## config.mk

```make
export PLATFORM = sky130hd
export DESIGN_NAME = move_sequencer
export DESIGN_NICKNAME = d
export VERILOG_FILES = /design/src/rtl/move_sequencer.sv
export SDC_FILE = /design/constraint.sdc
export NUM_CORES = 1
export LEC_CHECK = 0
export BUFFER_PORTS_ARGS = -buffer_cell sky130_fd_sc_hd__buf_4
export CORE_ASPECT_RATIO = 0.8
export CORE_MARGIN = 5
export CORE_UTILIZATION = 40
export DETAILED_ROUTE_END_ITERATION = 16
export SLEW_MARGIN = 10
export SYNTH_ARGS = -nofsm -noshare
export SYNTH_HDL_FRONTEND = slang
export SYNTH_SLANG_ARGS = --single-unit
```

## constraint.sdc

```tcl
create_clock -name clk_i -period 20.4 [get_ports clk_i]
set_input_delay 2.04 -clock clk_i [delete_from_list [all_inputs] [get_ports clk_i]]
set_output_delay 2.04 -clock clk_i [all_outputs]
set_load 0.005 [all_outputs]
```

## src/rtl/move_sequencer.sv

```systemverilog
`timescale 1ns/1ps
`default_nettype none
// +--------------------------------------------------------------------------+
// | move_sequencer: four-number puzzle move controller (pick A, pick B, op)  |
// | Revision 1.0                                                             |
// +--------------------------------------------------------------------------+
module move_sequencer #(
  parameter int WIDTH  = 10,
  parameter int TARGET = 24
) (
  input  logic             clk_i,
  input  logic             rst_ni,
  input  logic             start_i,
  input  logic             restart_i,
  input  logic             key_valid_i,
  input  logic [3:0]       key_code_i,
  input  logic [WIDTH-1:0] m1_i,
  input  logic [WIDTH-1:0] m2_i,
  input  logic [WIDTH-1:0] m3_i,
  input  logic [WIDTH-1:0] m4_i,
  output logic [WIDTH-1:0] num1_o,
  output logic [WIDTH-1:0] num2_o,
  output logic [WIDTH-1:0] num3_o,
  output logic [WIDTH-1:0] num4_o,
  output logic [3:0]       valid_o,
  output logic [2:0]       s1_o,
  output logic [2:0]       s2_o,
  output logic             new_puzzle_o,
  output logic             err_o,
  output logic             win_o,
  output logic             lose_o
);

  typedef enum logic [2:0] {
    S_IDLE, S_PICK1, S_PICK2, S_PICKOP, S_EXEC, S_CHECK, S_DONE
  } state_t;

  state_t           state_q, state_d;
  logic [WIDTH-1:0] num_q [4];
  logic [WIDTH-1:0] num_d [4];
  logic [WIDTH-1:0] shadow_q [4];
  logic [WIDTH-1:0] shadow_d [4];
  logic [WIDTH-1:0] w_m [4];
  logic [3:0]       valid_q, valid_d;
  logic [2:0]       s1_q, s1_d, s2_q, s2_d;
  logic [1:0]       op_q, op_d;
  logic [1:0]       cnt_q, cnt_d;
  logic             new_puzzle_q, new_puzzle_d;
  logic             err_q, err_d;
  logic             win_q, win_d, lose_q, lose_d;

  logic             w_key_slot, w_key_op, w_key_clr;
  logic [1:0]       w_key_idx, w_ia, w_ib;
  logic [WIDTH-1:0] w_a, w_b, w_den, w_quo, w_rem, w_res, w_last;
  logic [WIDTH:0]   w_sum;
  logic [2*WIDTH-1:0] w_prod;
  logic             w_illegal;

  assign w_m[0] = m1_i;
  assign w_m[1] = m2_i;
  assign w_m[2] = m3_i;
  assign w_m[3] = m4_i;

  assign w_key_slot = key_valid_i && (key_code_i >= 4'd1) && (key_code_i <= 4'd4);
  assign w_key_op   = key_valid_i && (key_code_i >= 4'hA) && (key_code_i <= 4'hD);
  assign w_key_clr  = key_valid_i && (key_code_i == 4'hF);
  assign w_key_idx  = 2'(key_code_i - 4'd1);

  assign w_ia = 2'(s1_q - 3'd1);
  assign w_ib = 2'(s2_q - 3'd1);
  assign w_a  = num_q[w_ia];
  assign w_b  = num_q[w_ib];

  // Divisor forced non-zero so the divider never sees 0; that case is flagged illegal anyway.
  always_comb begin
    w_sum  = {1'b0, w_a} + {1'b0, w_b};
    w_prod = {{WIDTH{1'b0}}, w_a} * {{WIDTH{1'b0}}, w_b};
    w_den  = (w_b == '0) ? {{(WIDTH-1){1'b0}}, 1'b1} : w_b;
    w_quo  = w_a / w_den;
    w_rem  = w_a % w_den;
    case (op_q)
      2'd0: begin
        w_res     = w_sum[WIDTH-1:0];
        w_illegal = w_sum[WIDTH];
      end
      2'd1: begin
        w_res     = w_a - w_b;
        w_illegal = (w_a < w_b);
      end
      2'd2: begin
        w_res     = w_prod[WIDTH-1:0];
        w_illegal = |w_prod[2*WIDTH-1:WIDTH];
      end
      default: begin
        w_res     = w_quo;
        w_illegal = (w_b == '0) || (w_rem != '0);
      end
    endcase
  end

  always_comb begin
    w_last = '0;
    for (int i = 0; i < 4; i++) begin
      if (valid_q[i]) w_last = num_q[i];
    end
  end

  always_comb begin
    state_d      = state_q;
    num_d        = num_q;
    shadow_d     = shadow_q;
    valid_d      = valid_q;
    s1_d         = s1_q;
    s2_d         = s2_q;
    op_d         = op_q;
    cnt_d        = cnt_q;
    new_puzzle_d = 1'b0;
    err_d        = 1'b0;
    win_d        = win_q;
    lose_d       = lose_q;

    if (start_i || (restart_i && state_q != S_IDLE)) begin
      for (int i = 0; i < 4; i++) begin
        num_d[i]    = start_i ? w_m[i] : shadow_q[i];
        shadow_d[i] = start_i ? w_m[i] : shadow_q[i];
      end
      valid_d      = 4'b1111;
      s1_d         = 3'd0;
      s2_d         = 3'd0;
      cnt_d        = 2'd0;
      win_d        = 1'b0;
      lose_d       = 1'b0;
      new_puzzle_d = start_i;
      state_d      = S_PICK1;
    end else begin
      case (state_q)
        S_PICK1: begin
          if (w_key_slot) begin
            if (valid_q[w_key_idx]) begin
              s1_d    = key_code_i[2:0];
              state_d = S_PICK2;
            end else begin
              err_d = 1'b1;
            end
          end else if (w_key_op) begin
            err_d = 1'b1;
          end
        end
        S_PICK2: begin
          if (w_key_slot) begin
            if (valid_q[w_key_idx] && (key_code_i[2:0] != s1_q)) begin
              s2_d    = key_code_i[2:0];
              state_d = S_PICKOP;
            end else begin
              err_d = 1'b1;
            end
          end else if (w_key_clr) begin
            s1_d    = 3'd0;
            state_d = S_PICK1;
          end else if (w_key_op) begin
            err_d = 1'b1;
          end
        end
        S_PICKOP: begin
          if (w_key_op) begin
            op_d    = 2'(key_code_i - 4'hA);
            state_d = S_EXEC;
          end else if (w_key_clr) begin
            s1_d    = 3'd0;
            s2_d    = 3'd0;
            state_d = S_PICK1;
          end else if (w_key_slot) begin
            err_d = 1'b1;
          end
        end
        S_EXEC: begin
          if (w_illegal) begin
            err_d   = 1'b1;
            state_d = S_PICKOP;
          end else begin
            num_d[w_ib]   = w_res;
            valid_d[w_ia] = 1'b0;
            s1_d          = 3'd0;
            s2_d          = 3'd0;
            cnt_d         = cnt_q + 2'd1;
            state_d       = (cnt_q == 2'd2) ? S_CHECK : S_PICK1;
          end
        end
        S_CHECK: begin
          if (w_last == WIDTH'(TARGET)) win_d  = 1'b1;
          else                          lose_d = 1'b1;
          state_d = S_DONE;
        end
        default: ;
      endcase
    end
  end

  always_ff @(posedge clk_i or negedge rst_ni) begin
    if (!rst_ni) begin
      state_q      <= S_IDLE;
      num_q        <= '{default: '0};
      shadow_q     <= '{default: '0};
      valid_q      <= 4'b0000;
      s1_q         <= 3'd0;
      s2_q         <= 3'd0;
      op_q         <= 2'd0;
      cnt_q        <= 2'd0;
      new_puzzle_q <= 1'b0;
      err_q        <= 1'b0;
      win_q        <= 1'b0;
      lose_q       <= 1'b0;
    end else begin
      state_q      <= state_d;
      num_q        <= num_d;
      shadow_q     <= shadow_d;
      valid_q      <= valid_d;
      s1_q         <= s1_d;
      s2_q         <= s2_d;
      op_q         <= op_d;
      cnt_q        <= cnt_d;
      new_puzzle_q <= new_puzzle_d;
      err_q        <= err_d;
      win_q        <= win_d;
      lose_q       <= lose_d;
    end
  end

  assign num1_o       = num_q[0];
  assign num2_o       = num_q[1];
  assign num3_o       = num_q[2];
  assign num4_o       = num_q[3];
  assign valid_o      = valid_q;
  assign s1_o         = s1_q;
  assign s2_o         = s2_q;
  assign new_puzzle_o = new_puzzle_q;
  assign err_o        = err_q;
  assign win_o        = win_q;
  assign lose_o       = lose_q;

endmodule
`default_nettype wire

```

* After elaboration in Yosys (flattened, before gate mapping)
Cells that the tools add are included.
** Cells by class
- Add/subtract/negate cells :: 7
- $mul :: 1
- Div/mod/pow operators :: 2
- $lt $le $gt $ge :: 11
- Equality and inequality tests :: 22
- Multiplexer cells :: 76
- Bitwise operators :: 5
- Reductions and logical operators :: 29
** Operators by type and width (number)
- 10-bit two-way mux :: 14
- 40-bit two-way mux :: 3
- 3-bit two-way mux :: 21
- 10-bit binary-select mux with 2-bit select :: 2
- 40-bit bitwise mux :: 1
- 10-bit one-hot mux with 3 select lines :: 1
- 3-bit != test (second input constant) :: 8
- 10-bit demux with 2-bit select :: 1
- 10-bit by 10-bit multiplier with 20-bit output :: 1
- 1-bit two-way mux :: 20
- 3-bit one-hot mux with 5 select lines :: 1
- 4-bit two-way mux :: 3
- 3-bit one-hot mux with 4 select lines :: 1
- 6-bit AND reduction :: 2
- 10-bit by 10-bit adder with 11-bit output :: 1
- 10-bit by 10-bit divider with 10-bit output :: 1
- 10-bit by 5-bit equality test with 1-bit output (second input constant) :: 1
- 10-bit zero test :: 1
- 10-bit less-than comparator :: 1
- 10-bit by 10-bit modulo with 10-bit output :: 1
- 10-bit nonzero test :: 1
- 10-bit OR reduction :: 1
- 10-bit subtractor :: 1
- 1-bit logical AND :: 9
- other kinds (41) :: 56
** Word-level totals
- Register bits :: 101
- Input bits :: 49
- Output and inout port bits :: 54
- Logic and storage cells :: 171

* Longest topological paths before layout
Gate-level depths: netlist of run 1.
- Word-level depth :: 14
- Mapped depth :: 88

* Worst setup path after synthesis of run 1
Ideal clock, no wire load.
- Path type :: flip-flop to flip-flop
- From :: register s2_q[0] (netlist: s2_o[0])
- To :: register num_q (netlist bit num1_o[2])
- Library setup time :: 0.126 ns
- Arrival time :: 17.787 ns
- Data required time :: 20.274 ns
- Path slack :: 2.487 ns
- Cell stages (with the launch flop) :: 77
- Path buffers :: 7
- Period minus slack after synthesis :: 17.913 ns
- Path through :: dfrtp_1 -> buf_4 -> inv_2 -> ha_1 -> buf_6 -> buf_4 -> mux4_2 -> clkinv_1 -> nor4_1 -> and2_1 -> nand2_1 -> nand2_1 -> inv_1 -> ha_1 -> a22oi_1 -> ha_1 -> o21ai_0 -> a21oi_1 -> [41 not listed] -> a21o_1 -> a31oi_1 -> o31ai_2 -> clkbuf_1 -> nor2_1 -> a31oi_1 -> and2_1 -> ha_1 -> or4_1 -> o211a_1 -> or4_1 -> or4_1 -> a211o_4 -> nor4b_2 -> a31oi_2 -> buf_2 -> o22ai_1 -> a21oi_1
** Between the ends
- Cells in the longest elaborated chain, start to end :: 13
- Elaborated cells on any way between the ends :: 29
- Classes of those cells :: add/sub (3); mul (1); div (2); order compare (3); eq/ne (1); mux (12); bitwise (1); reduce/logical (6)
** Ends and longest elaborated chain
- start, declared :: RTL line 45 : logic [2:0] s1_q, s1_d, s2_q, s2_d;
- start signal, assigned :: RTL line 206 : s2_q <= 3'd0;
- start signal, assigned :: RTL line 219 : s2_q <= s2_d;
- 2-bit by 1-bit subtractor with 2-bit output * :: RTL line 70 : assign w_ib = 2'(s2_q - 3'd1);
- 2-bit inverter with 3-bit output (implied by the code) * :: RTL line 72, 181
- 10-bit binary-select mux with 2-bit select :: RTL line 72 : assign w_b = num_q[w_ib];
- 10-bit two-way mux (implied by the code) (2 in series) :: RTL line 72
- 10-bit zero test :: RTL line 78, 96
- 10-bit two-way mux :: RTL line 78 : w_den = (w_b == '0) ? {{(WIDTH-1){1'b0}}, 1'b1} : w_b;
- 10-bit by 10-bit modulo with 10-bit output / 10-bit by 10-bit divider with 10-bit output (equally long branches) :: RTL line 80, 79
- 10-bit nonzero test / 10-bit one-hot mux with 3 select lines (equally long branches) :: RTL line 96, 81
- 1-bit logical OR / 40-bit bitwise mux (equally long branches) :: RTL line 96, 181
- 1-bit one-hot mux with 3 select lines / 40-bit two-way mux (equally long branches) :: RTL line 81, 177
- 2-bit by 1-bit != test with 1-bit output (no line) / 40-bit two-way mux (equally long branches)
- 2-bit AND reduction (no line) / 40-bit two-way mux (equally long branches)
- end signal, assigned :: RTL line 215 : num_q <= num_d;
- end, declared :: RTL line 39 : logic [WIDTH-1:0] num_q [4];
Mark *: on every way between the ends. The rest lies on a longest branch, timed or not. The select of a mux whose other input is x is not followed.
A chain may end at the register's enable or synchronous reset.

* Worst setup path after layout of run 1
- From :: register s2_q[1] (netlist: s2_o[1])
- To :: register num_q (netlist bit num4_o[5])
Same word-level chain as after synthesis.

==> summary.txt, run 1 <==
met3 layer usage reported by global route - 4.685%
DR WL/cell - 21.77 um
clock tree buffer depth - 2
Worst path max stage delay - 0.71 ns
Worst Skew - 0.009904 ns
first-pass GRT wire length - 70.56 mm
RePlAce Congestion - 0.9377
CP required - 20.69 ns
setup TNS - 0 ns
Final nets - 1892
Num CTS Buffers - 9
EDFF count, synth - 0
reg2reg setup slack - 1.23 ns
CTS H-tree depth - 3
vias in the first global route - 12010
I/O pins - 103
CP Launch Type - register
Worst Max-Slew Pin Slew - 0.8708 ns
Vias - 12330
Post-DP Area - 14520 sq um
worst hold path type - register to register
Antenna diodes - 0
# hold bufs at CTS - 0
Syn Area/Cell - 8.548 sq um
Die Wd - 214.0 um
post-layout util - 45.74%
Yosys top cell by area - dfrtp_1
syn_nets - 1818
area of the multi-input gates - 10010 sq um
CP most frequent cell - ha_1
critical path class - register to register
fmax - 52.16 MHz
Detail Route Antenna Nets - 0
Site Rows - 59
synth top area cells - dfrtp_1, ha_1, fa_1
Reg area - 2527 sq um
Synth Cell Area - 13320 sq um
area grow syn2layout - 12.33%
CP Buf/Inv Count - 7
die height - 173.2 um
Initial Utilization - 40.72%
hpwl dp - 35.43 mm
area share of the largest cell type after synthesis - 18.98%
max_cap viols - 0
final setup violating endpoints - 0
Slew Limit Fails - 0
# fillers - 3195
number of port buffers - 102
max_slew headroom - 41.95%
total wire length - 44.93 mm
initial antenna violation count - 0
Final min period - 19.17 ns
crit-path max FO - 18
GRT overflow - 0
TritonCTS clock tree - done
M2 GR Usage - 35.05%
Syn. warnings - 0
cell family with most CP delay - compound AO/OA/AOI/OAI gates
die area - 37070 sq um
initial drt markers - 1229
largest net degree at the start of global routing - 69
sequential area share after synthesis - 18.98%
drt first pass iters - 5
Yosys reg bits - 101
GRT Max-Usage Layer - met1
DRC errors left - 0
ys flop type - dfrtp_1
Final Instance Area - 14960 sq um
worst hold slack - 0.5001 ns
Critical-path top delay cell - o31ai_1
clock slew seen by the registers of the worst setup and hold paths - 0.08 ns
Netlist cell types - 90
Vias/cell - 5.971
Synth Instances - 1558
run status - finished, final reports clean
root buf cell - clkbuf_16
ratio of final minimum period to clock period - 93.98%
layout cells sized above 1 - 16.62%
RSZ-0062 raised after global routing - no
Post-synth ARST share - 100.0%
Clk Latency, worst-skew pair - 0.36 ns
Sink Count - 101
Fin. Hold Viols - 0
gr usage total - 23.58%
core area - 32700 sq um
met1 GRT Util - 36.02%
critical path arrival - 19.46 ns
CP Capture Type - register
==> through the flow <==
| step | instances | setup WS, ns |
|---|---|---|
| 2_1_floorplan | 1558 | 2.487 |
| 3_3_place_gp | 2045 | 0.6136 |
| 3_5_place_dp | 2045 | 0.3075 |
| 4_1_cts | 2061 | 0.2244 |
| 5_1_grt | 2064 | 0.03318 |
| 6_report | 2064 | 1.229 |
==> synthesized netlist by cell type (28+ instances only) <==
master	count
a21oi_1	107
clkbuf_1	43
dfrtp_1	101
fa_1	65
ha_1	146
inv_1	153
mux2_2	58
mux2i_1	29
nand2_1	129
nor2_1	148
nor3_1	31
o21ai_0	58
o22ai_1	30
xnor2_1	28
==> flip-flops by register name, summed over array words and instances (netlist names) <==
| register | flops |
|---|---|
| num1_o | 10 |
| valid_o | 4 |
| cnt_q | 2 |
| lose_o | 1 |
| win_o | 1 |
| s2_o | 3 |
| num2_o | 10 |
| s1_o | 3 |
| shadow_q | 40 |
| num3_o | 10 |
| new_puzzle_o | 1 |
| state_q | 3 |
| num4_o | 10 |
| op_q | 2 |
| err_o | 1 |
==> final cells by class <==
cell class / instances / area share [%]
clock buffers: 9 / 1.506
clock inverters: 7 / 0.6691
inverters: 159 / 4.031
multi-input cells: 1233 / 66.90
flip-flops and latches: 101 / 16.90
well taps: 427 / 3.571
repair buffers: 128 / 6.424
==> what timing repair did <==
item	CTS	global route
resized for setup	0	21
setup buffers	0	3
endpoints found under the setup margin	0	55
==> worst paths after layout <==
kind                                     startpoint                        to  cells past startpoint
max reg2reg                     s2_o[1]$_DFFE_PN0P_     num4_o[5]$_DFFE_PN0P_                     75
max in group asynchronous                    rst_ni     num2_o[0]$_DFFE_PN0P_                      2
min reg2reg                shadow_q[39]$_DFFE_PN0N_  shadow_q[39]$_DFFE_PN0N_                      1
min in group asynchronous                    rst_ni        lose_o$_DFFE_PN0P_                      1
max                             s2_o[1]$_DFFE_PN0P_     num4_o[5]$_DFFE_PN0P_                     75
min                        shadow_q[39]$_DFFE_PN0N_  shadow_q[39]$_DFFE_PN0N_                      1
==> logic make-up after synthesis <==
| kind of cell | Yosys count | synth area share [%] |
|---|---|---|
| buffers and inverters | 224 | 6.623 |
| AO/OA/AOI/OAI | 418 | 21.46 |
| multiplexers | 105 | 10.02 |
| flip-flops | 101 | 18.98 |
| adder cells (fa/ha/maj) | 211 | 23.49 |
| AND/OR/NAND/NOR | 455 | 16.54 |
| XOR/XNOR | 44 | 2.894 |
==> cells in the final DEF (no fill, tap or decap), types with 9 or more instances in the layout <==
cell type,netlist,routed
a21oi_1,107,103
nand2_1,129,128
xnor2_1,28,28
nor3_1,31,31
ha_1,146,145
dfrtp_1,101,101
o31ai_1,12,12
nor2_1,148,148
nand2b_1,18,18
mux4_2,16,16
and2_1,19,18
a21o_1,25,25
o21a_1,21,21
a31oi_1,26,24
xor2_1,16,16
nand3_1,20,20
mux2i_1,29,29
o22ai_1,30,30
a211oi_1,11,11
buf_4,2,128
or3_1,11,11
o21ai_0,58,57
fa_1,65,65
mux2_2,58,57
o211ai_1,26,26
inv_1,153,153
nand4_1,11,11
clkbuf_16,0,9
==> layer usage <==
layer | wire [um] | up-vias
li1 | - | 5731
met1 | 21420 | 6049
met2 | 19110 | 496
met3 | 3801 | 49
met4 | 599 | 0
met5 | 0 | -
Power of run 1 is not shown: default switching activity piles up to over one toggle a cycle in this logic, so the estimate is an artifact.
==> run 2, diff against run 1 <==
--- a/config.mk
+++ b/config.mk
@@ -10,7 +10,7 @@
 export CORE_MARGIN = 5
 export CORE_UTILIZATION = 40
 export DETAILED_ROUTE_END_ITERATION = 16
-export SLEW_MARGIN = 10
+export SLEW_MARGIN = 20
 export SYNTH_ARGS = -nofsm -noshare
 export SYNTH_HDL_FRONTEND = slang
 export SYNTH_SLANG_ARGS = --single-unit
==> constraint.sdc (replaced) <==
create_clock -name clk_i -period 20.3 [get_ports clk_i]
set_input_delay 2.03 -clock clk_i [delete_from_list [all_inputs] [get_ports clk_i]]
set_output_delay 2.03 -clock clk_i [all_outputs]
set_load 0.005 [all_outputs]
==> summary.txt, run 2 (same netlist as run 1, synthesis figures left out) <==
run status - finished, final reports clean
Num CTS Buffers - 9 (unchanged)
clock slew seen by the registers of the worst setup and hold paths - 0.08 ns (about the same)
Worst Max-Slew Pin Slew - 1.097 ns (+0.2261 ns)
initial antenna violation count - 0 (unchanged)
I/O pins - 103 (unchanged)
Final nets - 1898 (+0.32%)
RePlAce Congestion - 0.9451 (+0.79%)
Slew Limit Fails - 0 (unchanged)
CP Launch Type - register
die area - 37070 sq um (unchanged)
CP most frequent cell - ha_1
post-layout util - 45.89% (+0.15 points)
most frequent cells in the layout - inv_1, nor2_1, ha_1
max FFs per register - 40 (unchanged)
max_slew headroom - 26.64% (-15 points)
Fin. Hold Viols - 0 (unchanged)
Sink Count - 101 (unchanged)
Antenna diodes - 0 (unchanged)
Final min period - 19.02 ns (-0.1471 ns)
drt first pass iters - 6 (+1)
TritonCTS clock tree - done
Critical-path top delay cell - or4_1
worst hold path type - register to register
layout cells sized above 1 - 17.29% (+0.67 points)
CP Capture Type - register
die height - 173.2 um (unchanged)
Vias - 12340 (+0.15%)
fmax - 52.56 MHz (+0.77%)
critical path class - register to register
Detail Route Antenna Nets - 0 (unchanged)
crit-path max FO - 18 (unchanged)
DRC errors left - 0 (unchanged)
Worst Skew - 0.01525 ns (+0.005345 ns)
hpwl dp - 35.28 mm (-0.43%)
final setup violating endpoints - 0 (unchanged)
Vias/cell - 5.963 (-0.14%)
Biggest register - shadow_q
area grow syn2layout - 12.68%
vias in the first global route - 11940 (-0.54%)
critical path arrival - 19.26 ns (-0.20 ns)
CP required - 20.54 ns (-0.15 ns)
total wire length - 44.90 mm (about the same)
clock tree buffer depth - 2 (unchanged)
core area - 32700 sq um (unchanged)
commonest non-fill, non-tap cell in the layout - inv_1
CTS H-tree depth - 3 (unchanged)
Site Rows - 59 (unchanged)
number of port buffers - 102 (unchanged)
first-pass GRT wire length - 69.45 mm (-1.6%)
initial drt markers - 1133 (-7.8%)
DR WL/cell - 21.69 um (-0.36%)
GRT overflow - 0 (unchanged)
ratio of final minimum period to clock period - 93.72% (-0.26 points)
gr usage total - 23.33% (-0.26 points)
max_cap viols - 0 (unchanged)
Initial Utilization - 40.72% (unchanged)
root buf cell - clkbuf_16
Clk Latency, worst-skew pair - 0.36 ns (about the same)
Die Wd - 214.0 um (unchanged)
largest net degree at the start of global routing - 69 (unchanged)
Worst path max stage delay - 0.52 ns (-0.19 ns)
==> run 2: changes by cell type in the layout (fill, tap and decap cells not counted), moves of 2 or more <==
cell / before / now
buf_4: 128 / 133
o22ai_1: 30 / 27
o22ai_2: 0 / 3
clkinv_4: 0 / 2
o21ai_0: 57 / 55
==> run 2: layout make-up <==
class                           instances  area, sq um
Fill cell                            3265        17700
Multi-Input combinational cell       1233        10030
Sequential cell                       101         2527
Timing Repair Buffer                  134         1010
Inverter                              159        603.1
Tap cell                              427        534.3
Clock buffer                           10        239.0
Clock inverter                          6        62.56
==> run 2: layer usage <==
layer  GRT usage [%]  share of wire [%]  vias to the layer above
li1                -                  -                     5753
met4           5.017                1.8                        0
met2           33.97                 42                      459
met5               0                  0                        -
met1           35.47                 47                     6083
met3           5.052                8.7                       48
==> run 2: per-stage QoR <==
stage | setup TNS [ns] | cells | cell area (sq um) | hold WS (ns) | setup slack, ns
2_1_floorplan | 0 | 1558 | 13320 | 0.4657 | 2.387
3_3_place_gp | 0 | 2046 | 14520 | 0.4779 | 0.5925
3_5_place_dp | 0 | 2046 | 14520 | 0.4859 | 0.5002
4_1_cts | 0 | 2062 | 14820 | 0.5053 | 0.4044
5_1_grt | -0.9826 | 2070 | 15010 | 0.5164 | -0.06862
6_report | 0 | 2070 | 15010 | 0.5017 | 1.276
==> run 2: worst max-delay path: cells and delay by family (launching register included) <==
| family | cells | cell delay [ns] |
|---|---|---|
| adders and majority gates | 11 | 3.71 |
| DFF | 1 | 0.42 |
| buffers and inverters | 6 | 1.10 |
| AOI/OAI and AO/OA | 32 | 7.32 |
| and+or+nand+nor | 20 | 4.83 |
| muxes | 4 | 1.49 |
==> run 2: path summary, 6_finish.rpt <==
| path | start | endpoint | slack, ns | depth (start not counted) |
|---|---|---|---|---|
| worst max-delay path | s2_o[1]$_DFFE_PN0P_ | num3_o[5]$_DFFE_PN0P_ | 1.28 | 73 |
| worst min-delay path | shadow_q[29]$_DFFE_PN0N_ | shadow_q[29]$_DFFE_PN0N_ | 0.50 | 1 |
| worst max register to register | s2_o[1]$_DFFE_PN0P_ | num3_o[5]$_DFFE_PN0P_ | 1.28 | 73 |
| worst min register to register | shadow_q[29]$_DFFE_PN0N_ | shadow_q[29]$_DFFE_PN0N_ | 0.50 | 1 |
| max in group asynchronous | rst_ni | shadow_q[24]$_DFFE_PN0N_ | 17.45 | 2 |
| min in group asynchronous | rst_ni | state_q[0]$_DFFE_PN0P_ | 1.62 | 1 |
==> run 2: timing repair <==
| action | CTS | global route |
|---|---|---|
| hold buffers | 0 | 0 |
| buffers inserted | 0 | 8 |
| setup endpoints to repair | 0 | 55 |
| hold endpoints to repair | 0 | 0 |
| resized for setup | 0 | 26 |
Power of run 2 is left out for the same reason.
